[src/rtl/atd_pkg.sv]
// Shared types and constants for the ATD sample-link receive path.
package atd_pkg;

  typedef enum logic {IDLE, RECV} atd_rx_state_t;

  localparam ATD_WORD_WIDTH = 8;

endpackage

[src/rtl/atd_word_receiver_timeout.sv]
// Frame-timeout counter: counts idle cycles inside a word and flags the
// cycle on which the last allowed idle cycle passes without a shift pulse.
module atd_timeout_counter
  import atd_pkg::*;
#(
  parameter int TIMEOUT_CYCLES = 1024
) (
  input  logic clk,
  input  logic rst,
  input  logic clear,
  input  logic count_en,
  output logic expired
);

  localparam int CW = $clog2(TIMEOUT_CYCLES);
  localparam logic [CW-1:0] LAST = CW'(TIMEOUT_CYCLES - 1);

  logic [CW-1:0] cnt_q, cnt_d;

  // Next count: clear wins, otherwise count up and hold at the terminal value.
  always_comb begin
    cnt_d = cnt_q;
    if (clear) begin
      cnt_d = '0;
    end else if (count_en && (cnt_q != LAST)) begin
      cnt_d = cnt_q + CW'(1);
    end
  end

  // Idle-cycle counter register.
  always_ff @(posedge clk or posedge rst) begin
    if (rst) begin
      cnt_q <= '0;
    end else begin
      cnt_q <= cnt_d;
    end
  end

  // A pulse on this cycle (clear) suppresses the timeout.
  assign expired = count_en && !clear && (cnt_q == LAST);

endmodule

[src/rtl/atd_word_receiver.sv]
// ATD serial-to-parallel receiver: assembles DATA_WIDTH-bit words from the
// edge detector's shift pulses and offers them on a valid/ready buffer with
// sticky overrun and one-cycle frame-timeout reporting.
module atd_word_receiver
  import atd_pkg::*;
#(
  parameter int DATA_WIDTH     = ATD_WORD_WIDTH,
  parameter int MSB_FIRST      = 1,
  parameter int TIMEOUT_CYCLES = 1024
) (
  input  logic                  clk,
  input  logic                  rst,
  input  logic                  ATD_data,
  input  logic                  ATD_shift_enable,
  output logic [DATA_WIDTH-1:0] rx_data,
  output logic                  rx_valid,
  input  logic                  rx_ready,
  output logic                  overrun,
  input  logic                  overrun_clr,
  output logic                  frame_error
);

  localparam int CW = $clog2(DATA_WIDTH + 1);
  localparam logic [CW-1:0] LAST_BIT = CW'(DATA_WIDTH - 1);

  atd_rx_state_t         state_q, state_d;
  logic                  data_q, data_d;
  logic [DATA_WIDTH-1:0] shift_q, shift_d;
  logic [CW-1:0]         bit_cnt_q, bit_cnt_d;
  logic [DATA_WIDTH-1:0] rx_data_q, rx_data_d;
  logic                  rx_valid_q, rx_valid_d;
  logic                  overrun_q, overrun_d;
  logic                  frame_error_q, frame_error_d;

  logic [DATA_WIDTH:0]   ext;
  logic [DATA_WIDTH-1:0] shifted;
  logic                  complete;
  logic                  tmo_clear;
  logic                  tmo_count_en;
  logic                  tmo_expired;

  // Only RECV cycles without a pulse count as idle; IDLE holds the counter at 0.
  assign tmo_clear    = (state_q == IDLE) || ATD_shift_enable;
  assign tmo_count_en = (state_q == RECV) && !ATD_shift_enable;

  atd_timeout_counter #(
    .TIMEOUT_CYCLES(TIMEOUT_CYCLES)
  ) u_timeout (
    .clk     (clk),
    .rst     (rst),
    .clear   (tmo_clear),
    .count_en(tmo_count_en),
    .expired (tmo_expired)
  );

  // Candidate shift-register value with the aligned data bit inserted.
  always_comb begin
    ext     = '0;
    shifted = shift_q;
    if (MSB_FIRST != 0) begin
      ext     = {shift_q, data_q};
      shifted = ext[DATA_WIDTH-1:0];
    end else begin
      ext     = {data_q, shift_q};
      shifted = ext[DATA_WIDTH:1];
    end
  end

  assign complete = ATD_shift_enable && (bit_cnt_q == LAST_BIT);

  // FSM next state, word assembly, output buffer and status flags.
  always_comb begin
    state_d       = state_q;
    data_d        = ATD_data;
    shift_d       = shift_q;
    bit_cnt_d     = bit_cnt_q;
    rx_data_d     = rx_data_q;
    rx_valid_d    = rx_valid_q;
    overrun_d     = overrun_q;
    frame_error_d = 1'b0;

    if (rx_valid_q && rx_ready) begin
      rx_valid_d = 1'b0;
    end
    if (overrun_clr) begin
      overrun_d = 1'b0;
    end

    if (ATD_shift_enable) begin
      shift_d = shifted;
      if (complete) begin
        state_d   = IDLE;
        bit_cnt_d = '0;
        // A free or simultaneously drained buffer takes the word; otherwise
        // it is dropped and the sticky overrun set overrides any clear.
        if (!rx_valid_q || rx_ready) begin
          rx_data_d  = shifted;
          rx_valid_d = 1'b1;
        end else begin
          overrun_d = 1'b1;
        end
      end else begin
        state_d   = RECV;
        bit_cnt_d = bit_cnt_q + CW'(1);
      end
    end else if ((state_q == RECV) && tmo_expired) begin
      state_d       = IDLE;
      bit_cnt_d     = '0;
      shift_d       = '0;
      frame_error_d = 1'b1;
    end
  end

  // State, datapath and status registers.
  always_ff @(posedge clk or posedge rst) begin
    if (rst) begin
      state_q       <= IDLE;
      data_q        <= 1'b0;
      shift_q       <= '0;
      bit_cnt_q     <= '0;
      rx_data_q     <= '0;
      rx_valid_q    <= 1'b0;
      overrun_q     <= 1'b0;
      frame_error_q <= 1'b0;
    end else begin
      state_q       <= state_d;
      data_q        <= data_d;
      shift_q       <= shift_d;
      bit_cnt_q     <= bit_cnt_d;
      rx_data_q     <= rx_data_d;
      rx_valid_q    <= rx_valid_d;
      overrun_q     <= overrun_d;
      frame_error_q <= frame_error_d;
    end
  end

  assign rx_data     = rx_data_q;
  assign rx_valid    = rx_valid_q;
  assign overrun     = overrun_q;
  assign frame_error = frame_error_q;

endmodule
[config.mk]
export PLATFORM = sky130hd
export DESIGN_NAME = atd_word_receiver
export DESIGN_NICKNAME = d
export VERILOG_FILES = /design/src/rtl/atd_pkg.sv /design/src/rtl/atd_word_receiver_timeout.sv /design/src/rtl/atd_word_receiver.sv
export SDC_FILE = /design/constraint.sdc
export NUM_CORES = 1
export LEC_CHECK = 0
export ABC_AREA = 0
export ABC_CLOCK_PERIOD_IN_PS = 1900
export BUFFER_PORTS_ARGS = -buffer_cell sky130_fd_sc_hd__clkbuf_2
export CORE_ASPECT_RATIO = 0.6
export CORE_MARGIN = 5
export CORE_UTILIZATION = 45
export DETAILED_ROUTE_END_ITERATION = 12
export MAX_ROUTING_LAYER = met4
export PLACE_DENSITY = 0.76
export SYNTH_ARGS = -nofsm -noshare
export SYNTH_HDL_FRONTEND = slang
export SYNTH_HIERARCHICAL = 1
export SYNTH_SLANG_ARGS = --single-unit
[constraint.sdc]
create_clock -name clk -period 1.9 [get_ports clk]
set_clock_uncertainty 0.05 [all_clocks]
set_input_delay 0.095 -clock clk [delete_from_list [all_inputs] [get_ports clk]]
set_output_delay 0.095 -clock clk [all_outputs]
set_load 0.02 [all_outputs]
==> metrics.md <==
| Metric | Value |
|---|---|
| Initial antenna violation count | 0 |
| Fill cells | roughly 290 |
| Cells after Synth | 142 |
| Critical Path Source | u_timeout/cnt_q[0] |
| Die X | 86.72 um |
| PortBufs | 16 |
| Reg2reg start | u_timeout/cnt_q[0] |
| Critical path launch point type | flop |
| Post-DRT Antenna Nets | 0 |
| Sw Share | 28.77% |
| Remaining DRCs | 0 |
| Result of the run | finished, final reports clean |
| FF-to-FF path depth | 6 |
| Critical path type | reg2reg |
| Final max-slew violation count | 0 |
| P_sw | roughly 580 uW |
| Crit. End Element | flop |
| Largest stage delay, worst path | 0.41 ns |
| Fin nets | 176 |
| IO Pins | 17 |
| CTS tree | done |
| Total GRT Usage | 14.90% |
| Ys async rst share | 100.0% |
| Final critical-path share of the clock period | 93.98% |
| Seq/Total Area, Yosys | 53.54% |
| # clock sinks | 34 |
| VDD IR-drop max | 0.4976 mV |
| Ys flop type | dfrtp_1 |
| Hold_ws | 0.06811 ns |
| Layout cells sized above 1 | 20.12% |
| Setup WS post-layout | around 0.11 ns |
| WL/cell | 15.21 um |
| Cell Rows | 16 |
| DIE AREA | ~0.0049 sq mm |
| Worst skew pair latency | between 0.2 and 0.3 ns |
| HP Class | in2reg |
| CP dominant cell by count | o21ai_0 |
| Crit path time final | 1.786 ns |
| Area Overhead vs Synth | 18.03% |
| P_int | ~1.4 mW |
| Sequential power share | 47.5% |
| Core box area | between 0.003 and 0.004 sq mm |
| Mapped Nets | 150 |
| Vias | around 1200 |
| Starting Density | 47.82% |
| CTS clk-pin slew, worst paths | approximately 0.070 ns |
| Setup WS pre-CTS | -0.06209 ns |
| Hold Path End | rx_valid |
| Antenna Cells | 0 |
| Via density | 5.701 |
| Final-report hold violation count | 0 |
| Root Driver | clkbuf_8 |
| Clock power frac | between 30% and 40% |
| Routed wire length | between 3 and 4 mm |
| Crit-path cells | ha_1 -> nand3_1 -> nor4_2 -> a21oi_2 -> o21ai_0 -> o21ai_0 |
| Arr. time, crit path | 1.90 ns |
| Leak | 0.8908 nW |
| F_max | 560.0 MHz |
| Number of synthesized flops with an enable pin | 0 |
| Flops & latches, synth | 34 |
| Global-route wire length before repair | 5.540 mm |
| Worst r2r dst | bit_cnt_q[2] |
| Worst Tran Pin Value | about 0.54 ns |
| Longest Clk Path Bufs | 2 |
| Max transition margin | 63.73% |
| Max-cap viol count | 0 |
| FF-to-FF setup slack | 0.11 ns |
| Critical Path Slowest Stage Cell | dfrtp_1 |
| Hold Crit Depth | 3 |
| Synth cell types | 39 |
| Vias in the first global route | 1158 |
| Final Setup Violations | 0 |
| Detailed placement HPWL | 2.225 mm |
| Post-Syn Area | 0.001589 sq mm |
| Total CTS buffers | 5 |
| Gpl congestion | a little under 0.9 |
| Crit path max fanout | 12 |
| Gate power share | 20.8% |
| WP data required | approximately 2.0 ns |
| Power Density | 1070 mW/mm^2 |
| Synthesis Warnings | 6 |
| Synth Area per Inst | 11.19 sq um |
| Largest net degree at the start of global routing | 25 |
| DRT iter0 DRCs | 136 |
| Hold Path Origin | rx_ready |
| Die Ht | 56.03 um |
| Pre-antenna DRT Iters | 4 |
| Grt total ovfl | 0 |
| H-tree Lvls | 2 |
[flip-flops by register name, indices dropped and copies added, names as in the netlist]
name and cells:
u_timeout/cnt_q 10, rx_data 8, shift_q 7, bit_cnt_q 4
data_q 1, frame_error 1, overrun 1, rx_valid 1
state_q 1
[cell usage in the layout (no fill, tap or decap), types with 4 or more instances in the layout]
cell type,synthesis,final
mux2_1,8,8
clkbuf_2,0,16
nor2_1,4,4
buf_4,0,7
nand2_1,9,9
a22o_1,8,8
inv_1,6,6
nand4_1,7,7
nand3_1,7,7
dfrtp_1,34,34
nor2b_1,6,6
clkbuf_8,0,5
a21oi_1,5,4
[through the flow]
step                util [%]  instances   TNS, ns  power [mW]  area, sq um
finish                 56.44        214         0       2.008         1876
global route           56.44        214  -0.02123       2.116         1876
CTS                    56.25        214         0       2.029         1869
floorplan                  -        142         0       1.230         1589
detailed placement     52.03        203  -0.06627       1.381         1729
global placement       52.03        203         0       1.342         1729
[power groups by stage]
stage	logic (mW)	clock network, mW	registers [mW]
after global routing	0.454	0.693	0.968
after detailed placement	0.417	0	0.964
after CTS	0.423	0.653	0.952
after global placement	0.393	0	0.950
after floorplan	0.205	0	1.03
final	0.417	0.637	0.954
[layout make-up]
class	instances	area, sq um	area share (%)
inverter	6	22.52	1.201
timing repair buffer	26	162.7	8.672
sequential	34	850.8	45.36
tap	45	56.30	3.002
multi-input combinational	95	676.9	36.09
clock buffer	7	76.32	4.069
clock inverter	1	30.03	1.601
[Yosys cell counts, types with 2 or more instances]
| cell type | count | area share, % |
|---|---|---|
| dfrtp_1 | 34 | 54 |
| nand2_1 | 9 | 2.1 |
| a22o_1 | 8 | 4.4 |
| mux2_1 | 8 | 5.7 |
| nand3_1 | 7 | 2.2 |
| nand4_1 | 7 | 2.8 |
| inv_1 | 6 | 1.4 |
| nor2b_1 | 6 | 2.4 |
| a21oi_1 | 5 | 1.6 |
| nor2_1 | 4 | 0.94 |
| and4_1 | 3 | 1.7 |
| buf_2 | 3 | 0.94 |
| nand2b_1 | 3 | 1.2 |
| nor3_1 | 3 | 0.94 |
| o21ai_0 | 3 | 0.94 |
| a211oi_1 | 2 | 0.94 |
| a31oi_1 | 2 | 0.79 |
| a41oi_1 | 2 | 1.1 |
| and2_1 | 2 | 0.79 |
| buf_6 | 2 | 1.4 |
| ha_1 | 2 | 1.6 |
| mux2i_1 | 2 | 1.3 |
| nor3b_1 | 2 | 0.94 |
| nor4_1 | 2 | 0.79 |
[worst max-delay path by stage]
stage                   endpoint  slack [ns]
floorplan           bit_cnt_q[1]        0.24
global placement    bit_cnt_q[2]        0.04
detailed placement  bit_cnt_q[2]       -0.06
CTS                 bit_cnt_q[2]        0.06
global route        bit_cnt_q[2]       -0.02
finish              bit_cnt_q[2]        0.11
[metal layers]
layer	track usage (%)	vias to the layer above	share of wire [%]
met5	-	-	0
met4	6.889	0	0.95
met3	4.290	5	6.6
met2	20.15	42	47
met1	20.45	596	46
li1	-	577	-
[critical path, delay by kind of cell (launching register included)]
kind / cells / cell delay (ns)
AND/OR/NAND/NOR: 2 / 0.44
AO/OA/AOI/OAI: 3 / 0.53
adder cells (fa/ha/maj): 1 / 0.25
flip-flops: 1 / 0.41
[cells by family (layout without fill, tap and decap cells)]
logic type               count (synthesis)  count (layout)  share of synthesized area (%)
multiplexers                            12              12                          8.583
AO/OA/AOI/OAI                           29              29                          13.31
AND/OR/NAND/NOR                         52              52                          18.50
adder cells (fa/ha/maj)                  2               2                          1.575
buffers and inverters                   13              40                          4.488
flip-flops                              34              34                          53.54
[repair_timing]
action / in CTS / in global routing
setup buffers: 0 / 0
endpoints found under the setup margin: 12 / 12
hold buffers: 3 / 0
gates resized for setup: 1 / 1
hold endpoints to repair: 36 / 0
Power figures use the tool's default switching activity.
